<file path="src/rtl/alu_cmd_master.sv">
// Command master: queues ALU commands in a FIFO, issues them one at a time to an
// external combinational ALU, and returns results (with error screening) in order.
module alu_cmd_master #(
  parameter int FIFO_DEPTH = 4,
  parameter int ALU_LAT    = 1
) (
  input  logic        clk,
  input  logic        rst_n,
  input  logic        cmd_valid,
  output logic        cmd_ready,
  input  logic [7:0]  cmd_a,
  input  logic [7:0]  cmd_b,
  input  logic [3:0]  cmd_sel,
  output logic [7:0]  alu_a,
  output logic [7:0]  alu_b,
  output logic [3:0]  alu_sel,
  input  logic [15:0] alu_result,
  input  logic        alu_carry,
  output logic        rsp_valid,
  input  logic        rsp_ready,
  output logic [15:0] rsp_result,
  output logic        rsp_carry,
  output logic        rsp_err,
  output logic        busy,
  output logic [7:0]  op_count
);

  localparam int AW = (FIFO_DEPTH > 1) ? $clog2(FIFO_DEPTH) : 1;
  localparam int CW = (ALU_LAT > 1) ? $clog2(ALU_LAT) : 1;
  localparam logic [AW:0]   FULL_CNT = (AW + 1)'(FIFO_DEPTH);
  localparam logic [CW-1:0] CNT_LOAD = CW'(ALU_LAT - 1);

  typedef enum logic [1:0] {
    ST_IDLE = 2'd0,
    ST_WAIT = 2'd1,
    ST_RESP = 2'd2
  } state_t;

  state_t          state_r;
  logic [CW-1:0]   wait_cnt_r;
  logic [19:0]     fifo_mem_r [FIFO_DEPTH];
  logic [AW-1:0]   wr_ptr_r;
  logic [AW-1:0]   rd_ptr_r;
  logic [AW:0]     fifo_cnt_r;

  logic            fifo_full_s;
  logic            fifo_empty_s;
  logic            push_s;
  logic            pop_s;
  logic [19:0]     head_s;
  logic            screen_err_s;
  logic [15:0]     cap_result_s;
  logic            cap_carry_s;
  logic            cap_err_s;

  assign fifo_full_s  = (fifo_cnt_r == FULL_CNT);
  assign fifo_empty_s = (fifo_cnt_r == {(AW + 1){1'b0}});
  // Ready depends only on registered occupancy so a full FIFO never bypasses.
  assign cmd_ready    = rst_n & ~fifo_full_s;
  assign push_s       = cmd_valid & cmd_ready;
  assign pop_s        = (state_r == ST_IDLE) & ~fifo_empty_s;
  assign head_s       = fifo_mem_r[rd_ptr_r];
  assign busy         = (state_r != ST_IDLE) | ~fifo_empty_s;

  // Response screening: divide-by-zero and unused opcodes override the ALU output.
  always_comb begin
    screen_err_s = (alu_sel >= 4'hA) || ((alu_sel == 4'h3) && (alu_b == 8'h00));
    cap_result_s = 16'h0000;
    cap_carry_s  = 1'b0;
    cap_err_s    = 1'b0;
    if (screen_err_s) begin
      cap_result_s = 16'h0000;
      cap_carry_s  = 1'b0;
      cap_err_s    = 1'b1;
    end else begin
      cap_result_s = alu_result;
      cap_carry_s  = alu_carry;
      cap_err_s    = 1'b0;
    end
  end

  // Command FIFO storage, pointers and occupancy.
  always_ff @(posedge clk or negedge rst_n) begin
    if (!rst_n) begin
      for (int i = 0; i < FIFO_DEPTH; i++) begin
        fifo_mem_r[i] <= 20'h00000;
      end
      wr_ptr_r   <= {AW{1'b0}};
      rd_ptr_r   <= {AW{1'b0}};
      fifo_cnt_r <= {(AW + 1){1'b0}};
    end else begin
      if (push_s) begin
        fifo_mem_r[wr_ptr_r] <= {cmd_sel, cmd_b, cmd_a};
        wr_ptr_r             <= wr_ptr_r + AW'(1);
      end
      if (pop_s) begin
        rd_ptr_r <= rd_ptr_r + AW'(1);
      end
      case ({push_s, pop_s})
        2'b10:   fifo_cnt_r <= fifo_cnt_r + (AW + 1)'(1);
        2'b01:   fifo_cnt_r <= fifo_cnt_r - (AW + 1)'(1);
        default: fifo_cnt_r <= fifo_cnt_r;
      endcase
    end
  end

  // Issue/wait/respond sequencer with registered ALU operands and response.
  always_ff @(posedge clk or negedge rst_n) begin
    if (!rst_n) begin
      state_r    <= ST_IDLE;
      wait_cnt_r <= {CW{1'b0}};
      alu_a      <= 8'h00;
      alu_b      <= 8'h00;
      alu_sel    <= 4'h0;
      rsp_valid  <= 1'b0;
      rsp_result <= 16'h0000;
      rsp_carry  <= 1'b0;
      rsp_err    <= 1'b0;
      op_count   <= 8'h00;
    end else begin
      case (state_r)
        ST_IDLE: begin
          if (pop_s) begin
            alu_sel    <= head_s[19:16];
            alu_b      <= head_s[15:8];
            alu_a      <= head_s[7:0];
            wait_cnt_r <= CNT_LOAD;
            state_r    <= ST_WAIT;
          end
        end
        ST_WAIT: begin
          if (wait_cnt_r != {CW{1'b0}}) begin
            wait_cnt_r <= wait_cnt_r - CW'(1);
          end else begin
            rsp_result <= cap_result_s;
            rsp_carry  <= cap_carry_s;
            rsp_err    <= cap_err_s;
            rsp_valid  <= 1'b1;
            state_r    <= ST_RESP;
          end
        end
        ST_RESP: begin
          if (rsp_ready) begin
            rsp_valid <= 1'b0;
            op_count  <= op_count + 8'd1;
            state_r   <= ST_IDLE;
          end
        end
        default: begin
          rsp_valid <= 1'b0;
          state_r   <= ST_IDLE;
        end
      endcase
    end
  end

endmodule

</file>
<file path="config.mk">
export PLATFORM = sky130hd
export DESIGN_NAME = alu_cmd_master
export DESIGN_NICKNAME = d
export VERILOG_FILES = /design/src/rtl/alu_cmd_master.sv
export SDC_FILE = /design/constraint.sdc
export NUM_CORES = 1
export LEC_CHECK = 0
export CORE_ASPECT_RATIO = 1.2
export CORE_MARGIN = 8
export CORE_UTILIZATION = 54
export DETAILED_ROUTE_END_ITERATION = 10
export GPL_TIMING_DRIVEN = 0
export PLACE_DENSITY = 0.8
export SETUP_SLACK_MARGIN = 0.3
export SYNTH_ARGS = -nofsm -noshare
export SYNTH_HDL_FRONTEND = slang
export SYNTH_SLANG_ARGS = --single-unit
</file>
<file path="constraint.sdc">
create_clock -name clk -period 2.56 [get_ports clk]
set_input_delay 0.384 -clock clk [delete_from_list [all_inputs] [get_ports clk]]
set_output_delay 0.384 -clock clk [all_outputs]
set_load 0.02 [all_outputs]
</file>
==> out/qor.yml <==
status: "complete, no violations"
register_area_sq_mm: 0.00340
grt_pass1_wl_um: 21100
cts_buffer_depth: 2
drive_above_1_share_pct: 33.5
p_leak_uw: 0.00323
hold_path_class: "reg -> reg"
yosys.cell_count.top_type: "dfrtp_1"
fin_setup_tns_ps: 0
nNetsFinal: 557
ys.flop_type: "dfrtp_1"
tightest_slew_ps: 711
start_util_pct: 55.5
diodes: 0
dr.pass1.iters: 4
clock_latency_ps: 400
drt-initial-drc-count: 172
fin_crit_sh_pct: 88.8
antenna_found_initial: 0
max_slew_margin_pct: 52.6
fp-row-count: 41
setup_ws_ps: 286
fin_cells: 649
drc_errors: 0
synthTopCellsByCount: "dfrtp_1, mux2_2, mux4_2, nand2_1, nand3_1"
finalCoreUtilization_pct: 71.3
grt_start_max_net_pins: 96
gp_congestion: 0.765
ant_nets: 0
grt_remaining_overflow: 0
dpl.cell_count: 615
ys.warnings.count: 0
setup-violations-final: 0
crit_type: "reg -> out"
synth_seq_cells: 136
grt_pass1_vias: 4036
power.density_mw_per_mm2: 1360
fmax_mhz: 440
cap_violations: 0
netlist_area_sq_mm: 0.00584
chipWidth_um: 111
rsz0062_at_grt: "true"
synthCells: 396
post-route-min-period_ps: 2270
post_drt_wl_per_cell_um: 19.4
grt_use_total_pct: 18.5
vias: 3640
cts_buffers: 17
via_per_inst: 5.61
endpoint_kind: "output port"
hold_viol_final: 0
fillers: 722
critical_path_arrival_ps: 1890
seq_area_frac_synth_pct: 58.3
multi_input_comb_area_sq_mm: 0.00230
die_area_sq_mm: 0.0144
fin_worst_skew_ps: 5.28
synth.distinct_cells: 32
syn_area_per_cell_sq_um: 14.7
core_sq_mm: 0.0105
final-max-slew-violation-count: 0
io_pins: 90
cts_root_buf: "clkbuf_16"
netlist.area_leader.share_pct: 58.3
cts_tree: "done"
numPortBuffers: 89
wl_um: 12600
startpoint_type: "flip-flop"
dp_slack_ps: 181
clock_sinks: 136
htreeDepth: 4
path_clk_slew_ps: 50
async_reset_ff_share_pct: 100
syn_nets: 444
die_h_um: 130
vdd_drop_max_v: 0.000643
path_max_fanout: 4
synth-edff-count: 0
yosys.area.top_type: "dfrtp_1"
synth.area.top_cells: "dfrtp_1, mux2_2, mux4_2"
critPathRequiredTime_ps: 2180
areaGrowthSynthToFinish_pct: 28.5
hpwl_um: 8520
[power breakdown]
| group | internal [uW] | total, uW | switching, uW | leakage, uW |
|---|---|---|---|---|
| Sequential | 3230 | 3880 | 644 | 0.00165 |
| Combinational | 2380 | 4240 | 1850 | 0.00133 |
| Clock | 1300 | 2100 | 804 | 0.000254 |
[repair_timing]
item / in CTS / in global routing
hold endpoints to repair: 41 / 0
endpoints found under the setup margin: 3 / 4
gates resized for setup: 3 / 8
pin swaps: 0 / 3
buffers inserted: 0 / 2
hold buffers: 2 / 0
[final timing paths]
| path | depth (start not counted) | from | slack [ps] | endpoint |
|---|---|---|---|---|
| max | 3 | fifo_cnt_r[0] | 290 | busy |
| min | 1 | op_count[7] | 470 | op_count[7] |
| max reg2reg | 9 | fifo_cnt_r[0] | 370 | fifo_cnt_r[2] |
| min reg2reg | 1 | op_count[7] | 470 | op_count[7] |
| max in group asynchronous | 3 | rst_n | 1550 | alu_b[6] |
| min in group asynchronous | 3 | rst_n | 560 | op_count[5] |
[cells in the final DEF (no fill, tap or decap), types with 2 or more instances in the layout]
cell type / netlist / routed
and3_1: 3 / 2
and4_1: 2 / 2
buf_2: 9 / 8
buf_4: 8 / 10
buf_6: 0 / 2
clkbuf_1: 6 / 11
clkbuf_16: 0 / 17
clkbuf_8: 0 / 3
clkdlybuf4s50_1: 0 / 87
clkinv_2: 0 / 4
dfrtp_1: 136 / 136
ha_1: 6 / 5
inv_1: 6 / 6
mux2_2: 102 / 102
mux4_2: 20 / 20
nand2_1: 20 / 20
nand2b_1: 2 / 2
nand3_1: 20 / 20
nand4_1: 6 / 6
nor2_1: 2 / 2
nor3_1: 3 / 2
o21ai_0: 19 / 19
xnor2_1: 9 / 9
xor2_1: 4 / 4
[routing by layer]
| metal | track usage, % | part of all wire (%) | vias up |
|---|---|---|---|
| met2 | 31.3 | 52 | 91 |
| met1 | 22.6 | 43 | 1883 |
| met4 | 5.49 | 0.68 | 0 |
| met5 | 0 | 0 | - |
| met3 | 5.51 | 4.7 | 8 |
| li1 | - | - | 1658 |
[through the flow]
step           area, sq um  power (uW)  hold slack, ps
2_1_floorplan         5840        6560            88.4
3_3_place_gp          6890        7850             462
3_5_place_dp          6920        8090             344
4_1_cts               7460       10300             476
5_1_grt               7500       10800             492
6_report              7500       10200             471
[worst max-delay path, cell delays in order, from the launching register on]
cell             delay [ps]
dfrtp_1                 410
nor3_2                  390
nand2_1                 110
clkdlybuf4s50_1         570
[layout make-up]
type | count | area share (%)
clock buffer | 26 | 6.52
clock inverter | 4 | 0.267
buffer | 23 | 1.80
sequential | 136 | 45.4
timing repair buffer | 94 | 12.9
multi-input combinational | 231 | 30.7
inverter | 6 | 0.300
tap | 129 | 2.15
[flip-flops by register name, indices dropped and copies added (netlist names), 2 cells and up]
name,flops
alu_sel,4
alu_b,8
rsp_result,16
rd_ptr_r,2
wr_ptr_r,2
state_r,2
alu_a,8
fifo_cnt_r,3
fifo_mem_r,80
op_count,8
[kinds of logic after synthesis]
kind of cell	Yosys count	synth area share [%]
xor+xnor	13	1.95
compound gates	22	1.99
mux	123	27.6
flops	136	58.3
buf+inv	29	2.57
simple gates	66	5.96
fa+ha+maj	7	1.63
(Power assumes the default switching activity.)
